`src/rtl/ifu_fetch_ctrl_if.sv`:
```
// Fetch-controller bus bundle: imem request/response, decode handoff, execute redirect, delivery count.
// master = the fetch controller, slave = the surrounding imem/decode/execute environment.
interface ifu_fetch_ctrl_if;
  logic        req_valid;
  logic        req_ready;
  logic [63:0] req_addr;
  logic        resp_valid;
  logic [31:0] resp_data;
  logic        inst_valid;
  logic        inst_ready;
  logic [31:0] inst;
  logic [63:0] inst_pc;
  logic        redirect_valid;
  logic [63:0] redirect_pc;
  logic [63:0] fetch_cnt;

  modport master (
    output req_valid, req_addr, inst_valid, inst, inst_pc, fetch_cnt,
    input  req_ready, resp_valid, resp_data, inst_ready, redirect_valid, redirect_pc
  );

  modport slave (
    input  req_valid, req_addr, inst_valid, inst, inst_pc, fetch_cnt,
    output req_ready, resp_valid, resp_data, inst_ready, redirect_valid, redirect_pc
  );
endinterface

```
`src/rtl/ifu_fetch_ctrl.sv`:
```
// Single-outstanding instruction fetch controller; fire->inst_valid is imem latency + 1 cycles.
// Decode backpressure holds the buffer and blocks new requests; redirects squash or drop stale fetches.
module ifu_fetch_ctrl #(
  parameter logic [63:0] RESET_PC = 64'h0000_0000_8000_0000
) (
  input logic              clk,
  input logic              rst,
  ifu_fetch_ctrl_if.master bus
);

  localparam logic [1:0] ST_REQ  = 2'd0;
  localparam logic [1:0] ST_WAIT = 2'd1;
  localparam logic [1:0] ST_HOLD = 2'd2;
  localparam logic [1:0] ST_DROP = 2'd3;

  logic [1:0]  state;
  logic [63:0] pc;
  logic [31:0] inst_q;
  logic [63:0] inst_pc_q;
  logic [63:0] fetch_cnt_q;

  logic        req_fire;
  logic        deliver;
  logic [63:0] redirect_tgt;

  // Instructions are word aligned; the low address bits of a redirect are dropped.
  assign redirect_tgt = bus.redirect_pc & ~64'd3;

  assign req_fire = (state == ST_REQ) && bus.req_ready;
  assign deliver  = (state == ST_HOLD) && bus.inst_ready;

  assign bus.req_valid  = (state == ST_REQ);
  assign bus.req_addr   = pc;
  assign bus.inst_valid = (state == ST_HOLD);
  assign bus.inst       = inst_q;
  assign bus.inst_pc    = inst_pc_q;
  assign bus.fetch_cnt  = fetch_cnt_q;

  always_ff @(posedge clk or negedge rst) begin
    if (!rst) begin
      state       <= ST_REQ;
      pc          <= RESET_PC;
      inst_q      <= 32'd0;
      inst_pc_q   <= 64'd0;
      fetch_cnt_q <= 64'd0;
    end else begin
      case (state)
        ST_REQ: begin
          // A redirect in the same cycle as the fire leaves a stale request in flight.
          if (bus.redirect_valid) begin
            pc <= redirect_tgt;
            if (req_fire) state <= ST_DROP;
          end else if (req_fire) begin
            state <= ST_WAIT;
          end
        end

        ST_WAIT: begin
          if (bus.redirect_valid) begin
            pc    <= redirect_tgt;
            state <= bus.resp_valid ? ST_REQ : ST_DROP;
          end else if (bus.resp_valid) begin
            inst_q    <= bus.resp_data;
            inst_pc_q <= pc;
            state     <= ST_HOLD;
          end
        end

        ST_DROP: begin
          if (bus.redirect_valid) pc <= redirect_tgt;
          if (bus.resp_valid) state <= ST_REQ;
        end

        ST_HOLD: begin
          // A deliver coincident with a redirect still counts; the redirect target wins over pc+4.
          if (deliver) fetch_cnt_q <= fetch_cnt_q + 64'd1;
          if (bus.redirect_valid) begin
            pc    <= redirect_tgt;
            state <= ST_REQ;
          end else if (deliver) begin
            pc    <= pc + 64'd4;
            state <= ST_REQ;
          end
        end

        default: state <= ST_REQ;
      endcase
    end
  end

endmodule
```
`src/flat_wrapper.sv`:
```
// flat-port wrapper written by rule: the top's interface ports become plain ports
module ifu_fetch_ctrl_flat 
#(
  parameter logic [63:0] RESET_PC = 64'h0000_0000_8000_0000
)
  (clk, rst, bus_req_valid, bus_req_addr, bus_inst_valid, bus_inst, bus_inst_pc, bus_fetch_cnt, bus_req_ready, bus_resp_valid, bus_resp_data, bus_inst_ready, bus_redirect_valid, bus_redirect_pc);
  ifu_fetch_ctrl_if bus_i ();
  input logic clk;
  input logic rst;
  output wire logic [$bits(bus_i.req_valid)-1:0] bus_req_valid;
  output wire logic [$bits(bus_i.req_addr)-1:0] bus_req_addr;
  output wire logic [$bits(bus_i.inst_valid)-1:0] bus_inst_valid;
  output wire logic [$bits(bus_i.inst)-1:0] bus_inst;
  output wire logic [$bits(bus_i.inst_pc)-1:0] bus_inst_pc;
  output wire logic [$bits(bus_i.fetch_cnt)-1:0] bus_fetch_cnt;
  input wire logic [$bits(bus_i.req_ready)-1:0] bus_req_ready;
  input wire logic [$bits(bus_i.resp_valid)-1:0] bus_resp_valid;
  input wire logic [$bits(bus_i.resp_data)-1:0] bus_resp_data;
  input wire logic [$bits(bus_i.inst_ready)-1:0] bus_inst_ready;
  input wire logic [$bits(bus_i.redirect_valid)-1:0] bus_redirect_valid;
  input wire logic [$bits(bus_i.redirect_pc)-1:0] bus_redirect_pc;
  assign bus_req_valid = bus_i.req_valid;
  assign bus_req_addr = bus_i.req_addr;
  assign bus_inst_valid = bus_i.inst_valid;
  assign bus_inst = bus_i.inst;
  assign bus_inst_pc = bus_i.inst_pc;
  assign bus_fetch_cnt = bus_i.fetch_cnt;
  assign bus_i.req_ready = bus_req_ready;
  assign bus_i.resp_valid = bus_resp_valid;
  assign bus_i.resp_data = bus_resp_data;
  assign bus_i.inst_ready = bus_inst_ready;
  assign bus_i.redirect_valid = bus_redirect_valid;
  assign bus_i.redirect_pc = bus_redirect_pc;
  ifu_fetch_ctrl #(.RESET_PC(RESET_PC)) u_core (.clk(clk), .rst(rst), .bus(bus_i));
endmodule
```
`config.mk`:
```
export PLATFORM = sky130hd
export DESIGN_NAME = ifu_fetch_ctrl_flat
export DESIGN_NICKNAME = d
export VERILOG_FILES = /design/src/rtl/ifu_fetch_ctrl_if.sv /design/src/rtl/ifu_fetch_ctrl.sv /design/src/flat_wrapper.sv
export SDC_FILE = /design/constraint.sdc
export NUM_CORES = 1
export LEC_CHECK = 0
export ABC_AREA = 1
export CAP_MARGIN = 20
export CORE_MARGIN = 4
export CORE_UTILIZATION = 35
export CTS_CLUSTER_DIAMETER = 120
export DETAILED_ROUTE_END_ITERATION = 6
export MAX_ROUTING_LAYER = met4
export PLACE_DENSITY = 0.73
export SETUP_SLACK_MARGIN = 0.05
export SYNTH_ARGS = -nofsm -noshare
export SYNTH_HDL_FRONTEND = slang
export SYNTH_SLANG_ARGS = --single-unit
```
`constraint.sdc`:
```
create_clock -name clk -period 5.1 [get_ports clk]
set_input_delay 1.275 -clock clk [delete_from_list [all_inputs] [get_ports clk]]
set_output_delay 1.275 -clock clk [all_outputs]
set_load 0.005 [all_outputs]
```
==> qor.yml <==
layout:
  fillCellCount: 3532
  final_common_cell: "nand2_1"
  area_growth_pct: 36.5
  layout-drive-gt1-share_pct: 5.67
  nNetsFinal: 2217
  design_area_mm2: 0.0174
  final_cell_mix: "611 x nand2_1, 320 x clkdlybuf4s50_1, 261 x nor2_1"
clock_network:
  clock-root-buffer: "clkbuf_16"
  clkSlewWorstSetupHoldPaths_ns: 0.07
  post_cts_resized: 0
  clk_latency_ns: 0.58
  cts.sinks: 222
  cts_max_level: 1
  hold_buffers: 0
  clk_path_buf_depth: 3
  postCtsSetupRepairBufs: 0
  cts_tree: "yes"
  cts_buffers: 27
worst_setup_path:
  cp.buffers_inverters: 6
  critical_path.top_delay_family: "buffers and inverters"
  worst_ep_arrival_time_ns: 3.68
  crit_path_frequent_cell: "inv_1"
  r2r-start: "u_core.bus.req_addr[2]$_DFFE_PN0P_"
  slowest_delay_ns: 0.49
  endpoint_kind: "register"
  crit_required_ns: 5.60
  cp_slowest_cell: "clkdlybuf4s50_1"
  cp_max_fo: 44
  cp_cell_sequence: "clkdlybuf4s50_1, inv_1, nor2_8, inv_2, nand2_2, buf_4, nand2_1, inv_1, a21oi_1, inv_1"
  start_kind: "primary input"
  crit_type: "primary input to register"
  regToRegSetupSlack_ns: 2.58
  reg2regPathDepth: 10
  reg2reg_to: "u_core.bus.req_addr[60]$_DFFE_PN0P_"
sta:
  relSlewSlack_pct: 40.5
  max_freq_mhz: 314
  fin_crit_sh_pct: 62.4
  worst_slew_pin_slew_ns: 0.892
  slew_violations: 0
  hold_viol_final: 0
  skew_ns: 0.0319
  tns_ns: 0
  fin_crit_ns: 3.18
  rsz0062_at_grt: "no"
  setup_viol: 0
pwr:
  p_per_area_mw_per_mm2: 458
  leakage_nw: 7.79
  peakVddDrop_mv: 0.264
grt:
  antenna_found_initial: 3
  grt_pass1_vias: 12800
  grt_pass1_wl_um: 74800
  grt_max_degree: 101
  gr-total-overflow: 0
  globalRouteTotalUtil_pct: 25.1
drt:
  m1WireLength_um: 21600
  dr.first_iter.drc_count: 1032
  final_antenna_net_count: 0
  vias: 13100
  drt_first_pass_iters: 7
  wl_per_cell_um: 19.1
  drc: 7
  vias_per_cell: 5.04
  dr_wl_met3_um: 3150
  route.met2.wl_um: 22900
  wirelength_um: 49600
  highest_layer: "met4"
logic_synthesis:
  synth.top_cells.by_area: "dfrtp_1 43%, nand2_1 18%, nor2_1 7.7%"
  syn_avg_cell_area_um2: 7.07
  netlist_instances: 1802
  synth_warnings: 0
  synth-seq-cells: 222
  synth_largest_area_cell: "dfrtp_1"
  seq_area_frac_synth_pct: 43.6
  synthDistinctLibCells: 38
  synth_top_area_share_pct: 43.4
  syn-cell-area_mm2: 0.0127
run:
  maxCapViolCount: 0
run_status:
  status: "complete, but fails checks"
  violations: "DRC"
floorplanning:
  dieArea_mm2: 0.0395
  fp.dieH_um: 199
  die_w_um: 199
  start_util_pct: 35.6
  core-area_mm2: 0.0357
  ioPinCount: 328
  rows: 69
placed_design:
  numPortBuffers: 321
  placed_cell_area_mm2: 0.0164
  place_congestion: 0.987
  hpwl_um: 38500
worst_hold_path:
  hold_class: "register to register"
  worstHoldPathCells: 2
  holdPathEnd: "u_core.bus.inst_pc[52]$_DFFE_PN0P_"
  hold_start: "u_core.bus.inst_pc[52]$_DFFE_PN0P_"
cell usage after synthesis (all sizes together):
cell type    n
a21oi       14
a22oi        3
a31oi        3
buf         27
clkbuf      23
conb         1
dfrtp      221
dfstp        1
ha           2
inv        199
mux2        33
nand2      615
nand3      103
nand3b       3
nand4       22
nor2       273
nor3        19
nor4         2
o211ai       1
o21ai      158
o21bai       8
o22ai        8
or2          7
xnor2       28
xor2        28
layer usage:
metal / vias up / global-route usage [%]
met5: - / -
li1: 6281 / -
met1: 6228 / 33.5
met2: 483 / 39.0
met4: 0 / 8.99
met3: 97 / 3.71
registers in the layout, summed over array words and instances, names as in the netlist:
name,flops
u_core.state,2
u_core.bus.inst_pc,62
u_core.bus.inst,32
u_core.bus.fetch_cnt,64
u_core.bus.req_addr,62
cells by family (layout without fill, tap and decap cells):
kind of cell / count (synthesis) / in the layout / share of synthesized area (%)
multiplexers: 33 / 33 / 2.92
AO/OA/AOI/OAI: 195 / 195 / 8.00
adder cells (fa/ha/maj): 2 / 2 / 0.196
flip-flops: 222 / 222 / 43.6
XOR/XNOR: 56 / 56 / 3.85
buffers and inverters: 249 / 578 / 7.65
other: 1 / 7 / 0.0294
AND/OR/NAND/NOR: 1044 / 1044 / 33.7
report_power, final:
group / internal (W) / switching (W) / total [W]
Combinational: 0.00154 / 0.00141 / 0.00294
Sequential: 0.00234 / 0.000600 / 0.00294
Clock: 0.00128 / 0.000812 / 0.00209
worst max-delay path by stage:
stage | end | from | cells after the start
detailed placement | u_core.bus.req_addr[26]$_DFFE_PN0P_ | bus_inst_ready | 8
CTS | u_core.bus.req_addr[26]$_DFFE_PN0P_ | bus_inst_ready | 8
floorplan | u_core.bus.fetch_cnt[45]$_DFFE_PN0P_ | bus_inst_ready | 9
global route | u_core.bus.req_addr[45]$_DFFE_PN0P_ | bus_inst_ready | 10
finish | u_core.bus.req_addr[25]$_DFFE_PN0P_ | bus_inst_ready | 10
global placement | u_core.bus.req_addr[26]$_DFFE_PN0P_ | bus_inst_ready | 8
through the flow:
| step | util, % | instances | power [W] | hold slack, ns | setup WS, ns |
|---|---|---|---|---|---|
| floorplan | - | 1805 | 0.00399 | 0.476 | 2.74 |
| global placement | 46.0 | 2545 | 0.00584 | 0.467 | 1.43 |
| detailed placement | 46.0 | 2545 | 0.00591 | 0.473 | 1.38 |
| CTS | 48.6 | 2595 | 0.00802 | 0.488 | 1.95 |
| global route | 48.7 | 2598 | 0.00843 | 0.507 | 1.74 |
| finish | 48.7 | 2598 | 0.00797 | 0.482 | 1.92 |
worst register-to-register path: stages, from the launching register on:
cell,delay [ns]
dfrtp_1,0.61
ha_1,0.25
nand2_1,0.08
nor2_2,0.28
nand3_1,0.25
inv_1,0.31
nand2_1,0.23
o21ai_0,0.21
nand3_1,0.09
nand2_1,0.07
nand2_1,0.04
final cells by class:
type | instances | area, um^2 | area share, %
multi-input combinational | 1334 | 6230 | 35.8
inverter | 199 | 747 | 4.30
tap | 461 | 577 | 3.32
clock inverter | 11 | 161 | 0.928
timing repair buffer | 329 | 3320 | 19.1
antenna | 3 | 7.51 | 0.0432
sequential | 222 | 5560 | 32.0
clock buffer | 39 | 791 | 4.55
No activity file was read; power rests on OpenSTA's default activity.
